<file path="src/rtl/fetch_stage.sv">
// Instruction-fetch stage: drives the PC at a one-cycle-latency instruction memory and
// buffers returned words with their PCs in a small queue presented to decode.
module fetch_stage #(
    parameter int                ADDR_W   = 8,
    parameter int                INSTR_W  = 16,
    parameter int                DEPTH    = 2,
    parameter logic [ADDR_W-1:0] RESET_PC = '0
) (
    input  logic               clk,
    input  logic               rst,
    output logic [ADDR_W-1:0]  instr_addr,
    output logic               instr_req,
    input  logic [INSTR_W-1:0] instr,
    output logic [INSTR_W-1:0] curr_instr,
    output logic [ADDR_W-1:0]  curr_pc,
    output logic               instr_valid,
    input  logic               instr_ready,
    input  logic               redirect,
    input  logic [ADDR_W-1:0]  redirect_pc
);
    localparam int PTR_W = $clog2(DEPTH);
    localparam int CNT_W = $clog2(DEPTH + 1);

    logic [ADDR_W-1:0]  pc;
    logic [ADDR_W-1:0]  req_pc;
    logic               inflight;
    logic [ADDR_W-1:0]  pc_mem    [DEPTH];
    logic [INSTR_W-1:0] instr_mem [DEPTH];
    logic [PTR_W-1:0]   head;
    logic [PTR_W-1:0]   tail;
    logic [CNT_W-1:0]   count;
    logic               pop;
    logic               push;
    logic [CNT_W:0]     credit;

    assign instr_addr  = pc;
    assign instr_valid = !rst && (count != '0);
    assign curr_instr  = instr_mem[head];
    assign curr_pc     = pc_mem[head];
    assign pop         = instr_valid && instr_ready;
    assign push        = inflight && !redirect;

    // Slots committed once this cycle settles; a pop frees its slot for a same-cycle request.
    assign credit    = {1'b0, count} + {{CNT_W{1'b0}}, inflight} - {{CNT_W{1'b0}}, pop};
    assign instr_req = !rst && !redirect && (credit < (CNT_W+1)'(DEPTH));

    always_ff @(posedge clk) begin
        if (rst) begin
            pc       <= RESET_PC;
            req_pc   <= RESET_PC;
            inflight <= 1'b0;
            head     <= '0;
            tail     <= '0;
            count    <= '0;
            for (int i = 0; i < DEPTH; i++) begin
                pc_mem[i]    <= '0;
                instr_mem[i] <= '0;
            end
        end else if (redirect) begin
            // Flush: queued entries and the word returning now are dropped.
            pc       <= redirect_pc;
            inflight <= 1'b0;
            head     <= tail;
            count    <= '0;
        end else begin
            inflight <= instr_req;
            if (instr_req) begin
                req_pc <= pc;
                pc     <= pc + 1'b1;
            end
            if (push) begin
                pc_mem[tail]    <= req_pc;
                instr_mem[tail] <= instr;
                tail            <= tail + 1'b1;
            end
            if (pop) begin
                head <= head + 1'b1;
            end
            if (push && !pop) begin
                count <= count + 1'b1;
            end else if (pop && !push) begin
                count <= count - 1'b1;
            end
        end
    end

    queue_no_overflow: assert property (@(posedge clk) disable iff (rst)
        !(push && !pop && (count == CNT_W'(DEPTH))));

endmodule

</file>
<file path="config.mk">
export PLATFORM = sky130hd
export DESIGN_NAME = fetch_stage
export DESIGN_NICKNAME = d
export VERILOG_FILES = /design/src/rtl/fetch_stage.sv
export SDC_FILE = /design/constraint.sdc
export NUM_CORES = 1
export LEC_CHECK = 0
export CORE_ASPECT_RATIO = 1.1
export CORE_MARGIN = 2
export CORE_UTILIZATION = 40
export DETAILED_ROUTE_END_ITERATION = 7
export GPL_TIMING_DRIVEN = 1
export PLACE_DENSITY = 0.71
export SYNTH_ARGS = -nofsm -noshare
export SYNTH_HDL_FRONTEND = slang
export SYNTH_SLANG_ARGS = --single-unit
</file>
<file path="constraint.sdc">
create_clock -name clk -period 4.7 [get_ports clk]
set_clock_uncertainty 0.05 [all_clocks]
set_input_delay 0.94 -clock clk [delete_from_list [all_inputs] [get_ports clk]]
set_output_delay 0.94 -clock clk [all_outputs]
set_load 0.05 [all_outputs]
</file>
Word-level counts from Yosys, hierarchy flattened
Memory sizes are Yosys's and may differ from the RTL's. A register that Yosys moved wholly into a read port is not among the register bits.
Index checks and enable logic that the tools add are counted.
{"block": "op_classes", "addsub": 7, "magnitude_cmp": 1, "mux": 22, "bitwise_logic": 1, "reduce_logical": 20}
{"cell": "$mux 8", "count": 3}
{"cell": "$mux 1", "count": 16}
{"cell": "$mux 16", "count": 1}
{"cell": "$reduce_or 16->1", "count": 1}
{"cell": "$add 8x1->8 const B", "count": 1}
{"cell": "$reduce_bool 2->1", "count": 4}
{"cell": "$reduce_or 8->1", "count": 1}
{"cell": "$logic_and 1x1->1", "count": 7}
{"cell": "$logic_not 1->1", "count": 4}
{"cell": "$mux 2", "count": 2}
{"cell": "$reduce_and 2->1", "count": 2}
{"cell": "$add 2x1->3", "count": 1}
{"cell": "$lt 3x2->1 const B", "count": 1}
{"cell": "$sub 3x1->3", "count": 1}
{"cell": "$add 1x1->1 const B", "count": 2}
{"cell": "$add 2x1->2 const B", "count": 1}
{"cell": "$reduce_or 2->1", "count": 1}
{"cell": "$sub 2x1->2 const B", "count": 1}
{"cell": "$not 1->1", "count": 1}
{"block": "totals", "regBits": 21, "ram_bits": 48, "wordCells": 59, "n_memories": 2}
{"memory": "instr_mem", "depth": 2, "width": 16, "read_ports": 1, "rd_clocked_by_memory_dff": 1, "wr": 2, "line_no": "28", "text": "logic [INSTR_W-1:0] instr_mem [DEPTH];"}
{"memory": "pc_mem", "depth": 2, "width": 8, "read_ports": 1, "rd_clocked_by_memory_dff": 1, "wr": 2, "line_no": "27", "text": "logic [ADDR_W-1:0] pc_mem [DEPTH];"}

Depth between registers and ports, before layout
{"block": "depth", "word_depth": 8, "ltp_mapped": 12}

Worst setup path before layout
OpenSTA, ideal clock, no wires.
{"block": "synth_timing", "path_type": "input port to output port", "from": "in rst", "to": "out instr_req", "arrival_time_ps": 3147, "required_ps": 3710, "setup_slack_ps": 563, "path_stages": 10, "n_path_buf": 1, "path_cell_list": "o21ba_2 -> nand2_1 -> inv_1 -> ha_1 -> nand2b_1 -> fa_1 -> xnor2_2 -> nand3_2 -> inv_1 -> buf_2"}
{"block": "synth_between", "elab_chain_cells": 6}
{"element": "from (decl)", "line_no": "10", "text": "input logic rst,"}
{"element": "$logic_not 1->1 *", "line_no": "37, 45"}
{"element": "$logic_and 1x1->1", "line_no": "37", "text": "assign instr_valid = !rst && (count != '0);"}
{"element": "$logic_and 1x1->1", "line_no": "40", "text": "assign pop = instr_valid && instr_ready;"}
{"element": "$sub 3x1->3", "line_no": "44", "text": "assign credit = {1'b0, count} + {{CNT_W{1'b0}}, inflight} - {{CNT_W{1'b0}}, pop};"}
{"element": "$lt 3x2->1", "line_no": "45", "text": "assign instr_req = !rst && !redirect && (credit < (CNT_W+1)'(DEPTH));"}
{"element": "$logic_and 1x1->1 *", "line_no": "45"}
{"element": "to (decl)", "line_no": "12", "text": "output logic instr_req,"}
Mark *: on every way between the ends. The rest lies on a longest branch, timed or not.

Worst setup path after layout
Ends and elaborated chain as after synthesis.

==> flow_summary_export.csv <==
group,metric,value,unit
run_status,status,"finished, final reports clean",
die,die_w,87.4,um
min_path,hold_class,"register to register",
final_layout,diodes,0,
clock_tree,cts.sinks,70,
pwr,ir_drop,0.153,mV
pwr,pwr_density_cell,335,nW/um2
sta,max_freq,0.241,GHz
placed_design,place_hpwl,3980,um
clock_tree,cts_buffers,9,
final_layout,area_delta_synth_final,29.9,%
clock_tree,postCtsHoldBufs,0,
setup_path,r2r.worst_path.cells,11,
die,fp.dieH,95.8,um
sta,drv_slew,0,
global_route,grt_use_total,0.155,
final_layout,fillers,642,
drt,ant_nets,0,
global_route,grt-ovfl-total,0,
die,start_util,0.412,
final_layout,final_util,0.536,
drt,dr_wl_met2,3090,um
global_route,grt_pass1_vias,2065,
clock_tree,path_clk_slew,70,ps
global_route,grt_max_degree,25,
final_layout,final_layout_size_suffix_gt1_frac,0.160,
sta,rsz0062_at_grt,"no",
drt,remaining_drc_errors,0,
sta,final-setup-viol-count,0,
setup_path,crit_family,"buffers and inverters",
clock_tree,clk_latency,330,ps
drt,vias,2138,
drt,wl_met3,273,um
die,rows,33,
sta,fin_tns_setup,0,ps
drt,drt_first_pass_iters,4,
sta,final_hold_viol_count,0,
clock_tree,ctsResizeCount,0,
die,core_area,7430,um2
setup_path,slowest_delay,470,ps
sta,fin_hold_ws,412,ps
min_path,holdPathStages,2,
clock_tree,cts_max_path_buffers,2,
setup_path,cp_max_fo,3,
synthesis,synth_nets,284,
die,die_area,8370,um2
drt,wl_per_cell,14.9,um
setup_path,crit_chain,"clkdlybuf4s50_1 -> o21ba_2 -> nand2_1 -> inv_1 -> ha_1 -> nand2b_1 -> fa_1 -> xnor2_2 -> nand3_2 -> inv_1 -> buf_12",
setup_path,startpoint_type,"input pin",
drt,viasPerCell,5.19,
drt,drt-initial-drc-count,146,
setup_path,cp-end-kind,"output port",
die,io_pins,62,
synthesis,ys_warn_count,0,
placed_design,gp_congestion,0.791,
sta,min_period,4140,ps
setup_path,criticalPathCategory,"input pin to output port",
synthesis,ys_types,32,
global_route,grt_pass1_wl,9720,um
setup_path,path_buf_inv,4,
sta,finalCritPeriodShare,0.881,
pwr,leakage,1.48,nW
synthesis,avgSynthCellArea,12.2,um2
setup_path,crit_top_cell,"inv_1",
synthesis,seq_area_frac_synth,0.614,
clock_tree,postCtsSetupBuffers,0,
setup_path,r2r_slack,1750,ps
sta,slew_headroom,0.442,
setup_path,cp_slowest_cell,"clkdlybuf4s50_1",
setup_path,arrival,3150,ps
clock_tree,htreeDepth,3,
placed_design,placed_cell_area,3820,um2
clock_tree,cts_root_buf,"clkbuf_8",
placed_design,port_buffers,61,
drt,wl_met1,2660,um
job,maxCapViolations,0,
global_route,antenna_found_initial,0,
clock_tree,cts_tree,"yes",
sta,tightest_slew,836,ps
synthesis,synth_area,3060,um2
final_layout,fin_area,3980,um2
setup_path,crit_cells,11,
synthesis,ys_ff_latch,70,
synthesis,syn_inst,252,
drt,highest_layer,"met4",
placed_design,pre_cts_ws,542,ps
sta,fin_ws,558,ps
drt,routed_wl,6120,um
setup_path,critPathRequiredTime,3710,ps
final_layout,final_net_count,352,
sequential cells by signal, indices dropped and copies added (netlist names), named ones only:
name,flops
instr_mem,32
pc_mem,16
instr_addr,8
req_pc,8
count,2
head,1
inflight,1
tail,1
layout by cell type (no fill, tap or decap), types with 3 or more instances in the layout:
cell type and count:
a21oi_1 14, a22oi_1 3, a31oi_1 3, and2_1 48, buf_4 8, clkbuf_8 9, clkdlybuf4s50_1 60, clkinv_1 3
dfxtp_1 22, edfxtp_1 48, ha_1 3, inv_1 8, mux2_2 24, nand2_1 28, nand3_1 3, nor2_1 6
xor2_1 3
metrics by stage:
step                power, mW  cells
CTS                      1.35    412
floorplan               0.863    252
finish                   1.33    412
global placement        0.952    396
global route             1.39    412
detailed placement      0.956    396
cell usage after synthesis:
master     instances  area share
and2_1            48       0.098
clkbuf_1          11       0.013
inv_1              8      0.0098
o311ai_0           2      0.0057
nor3_1             4      0.0065
nor2b_1            1      0.0020
nand3_2            1      0.0033
mux2_2            24       0.088
nand2b_1           1      0.0020
xnor2_2            1      0.0053
xor2_1             3      0.0086
a21oi_1           14       0.023
fa_1               1      0.0065
buf_2              1      0.0016
a222oi_1           1      0.0033
a31oi_1            3      0.0061
or3_1              1      0.0020
a22oi_1            3      0.0074
nor2_1             6      0.0074
o41a_1             1      0.0037
edfxtp_1          48        0.47
nand2_1           28       0.034
o21ai_0            4      0.0065
xnor2_1            2      0.0057
or4_1              2      0.0049
dfxtp_1           22        0.14
o22ai_1            2      0.0041
o21ba_2            1      0.0033
a2bb2oi_1          1      0.0029
nand3_1            3      0.0049
ha_1               3       0.012
a41oi_1            1      0.0029
cell families after synthesis:
logic type                 count (synthesis)  share of synthesized area
muxes                                     24                     0.0882
xor gates and xnor gates                   6                     0.0196
AOI/OAI and AO/OA                         33                     0.0686
adders and majority gates                  4                     0.0188
DFF                                       70                      0.614
buffers and inverters                     20                     0.0249
and+or+nand+nor                           95                      0.165
layout make-up:
type / instances / area, um2 / area share
Tap cell: 87 / 109 / 0.0273
Inverter: 8 / 30.0 / 0.00754
Clock inverter: 6 / 28.8 / 0.00723
Timing Repair Buffer: 69 / 681 / 0.171
Multi-Input combinational cell: 162 / 1120 / 0.282
Clock buffer: 10 / 128 / 0.0321
Sequential cell: 70 / 1880 / 0.473
report_power, final:
group	switching, mW	total (mW)	internal [mW]	leakage (nW)
registers	0.0189	0.706	0.687	0.679
logic	0.141	0.235	0.0945	0.719
clock network	0.207	0.391	0.184	0.0786
path summary, 6_finish.rpt:
check                              start                         end
setup / recovery                     rst                   instr_req
hold / removal    req_pc[1]$_SDFFE_PP0P_      req_pc[1]$_SDFFE_PP0P_
setup reg to reg   count[1]$_SDFFE_PP0P_  instr_addr[6]$_SDFFE_PP0P_
hold reg to reg   req_pc[1]$_SDFFE_PP0P_      req_pc[1]$_SDFFE_PP0P_
worst reg2reg max path, stage by stage, from the launching register on:
cell      delay [ps]
dfxtp_1          380
o21ba_2          250
nand2_1          110
inv_1             60
ha_1             260
nand2b_1         150
fa_1             400
xnor2_2          200
nand3_2          120
buf_4            200
or4_1            510
a31oi_1          190
routing by layer:
| metal | track usage | vias to the layer above |
|---|---|---|
| li1 | - | 1029 |
| met5 | 0 | - |
| met1 | 0.184 | 1045 |
| met4 | 0.0667 | 0 |
| met3 | 0.0412 | 8 |
| met2 | 0.264 | 56 |
Note: power is estimated with default switching activity, not from simulation.
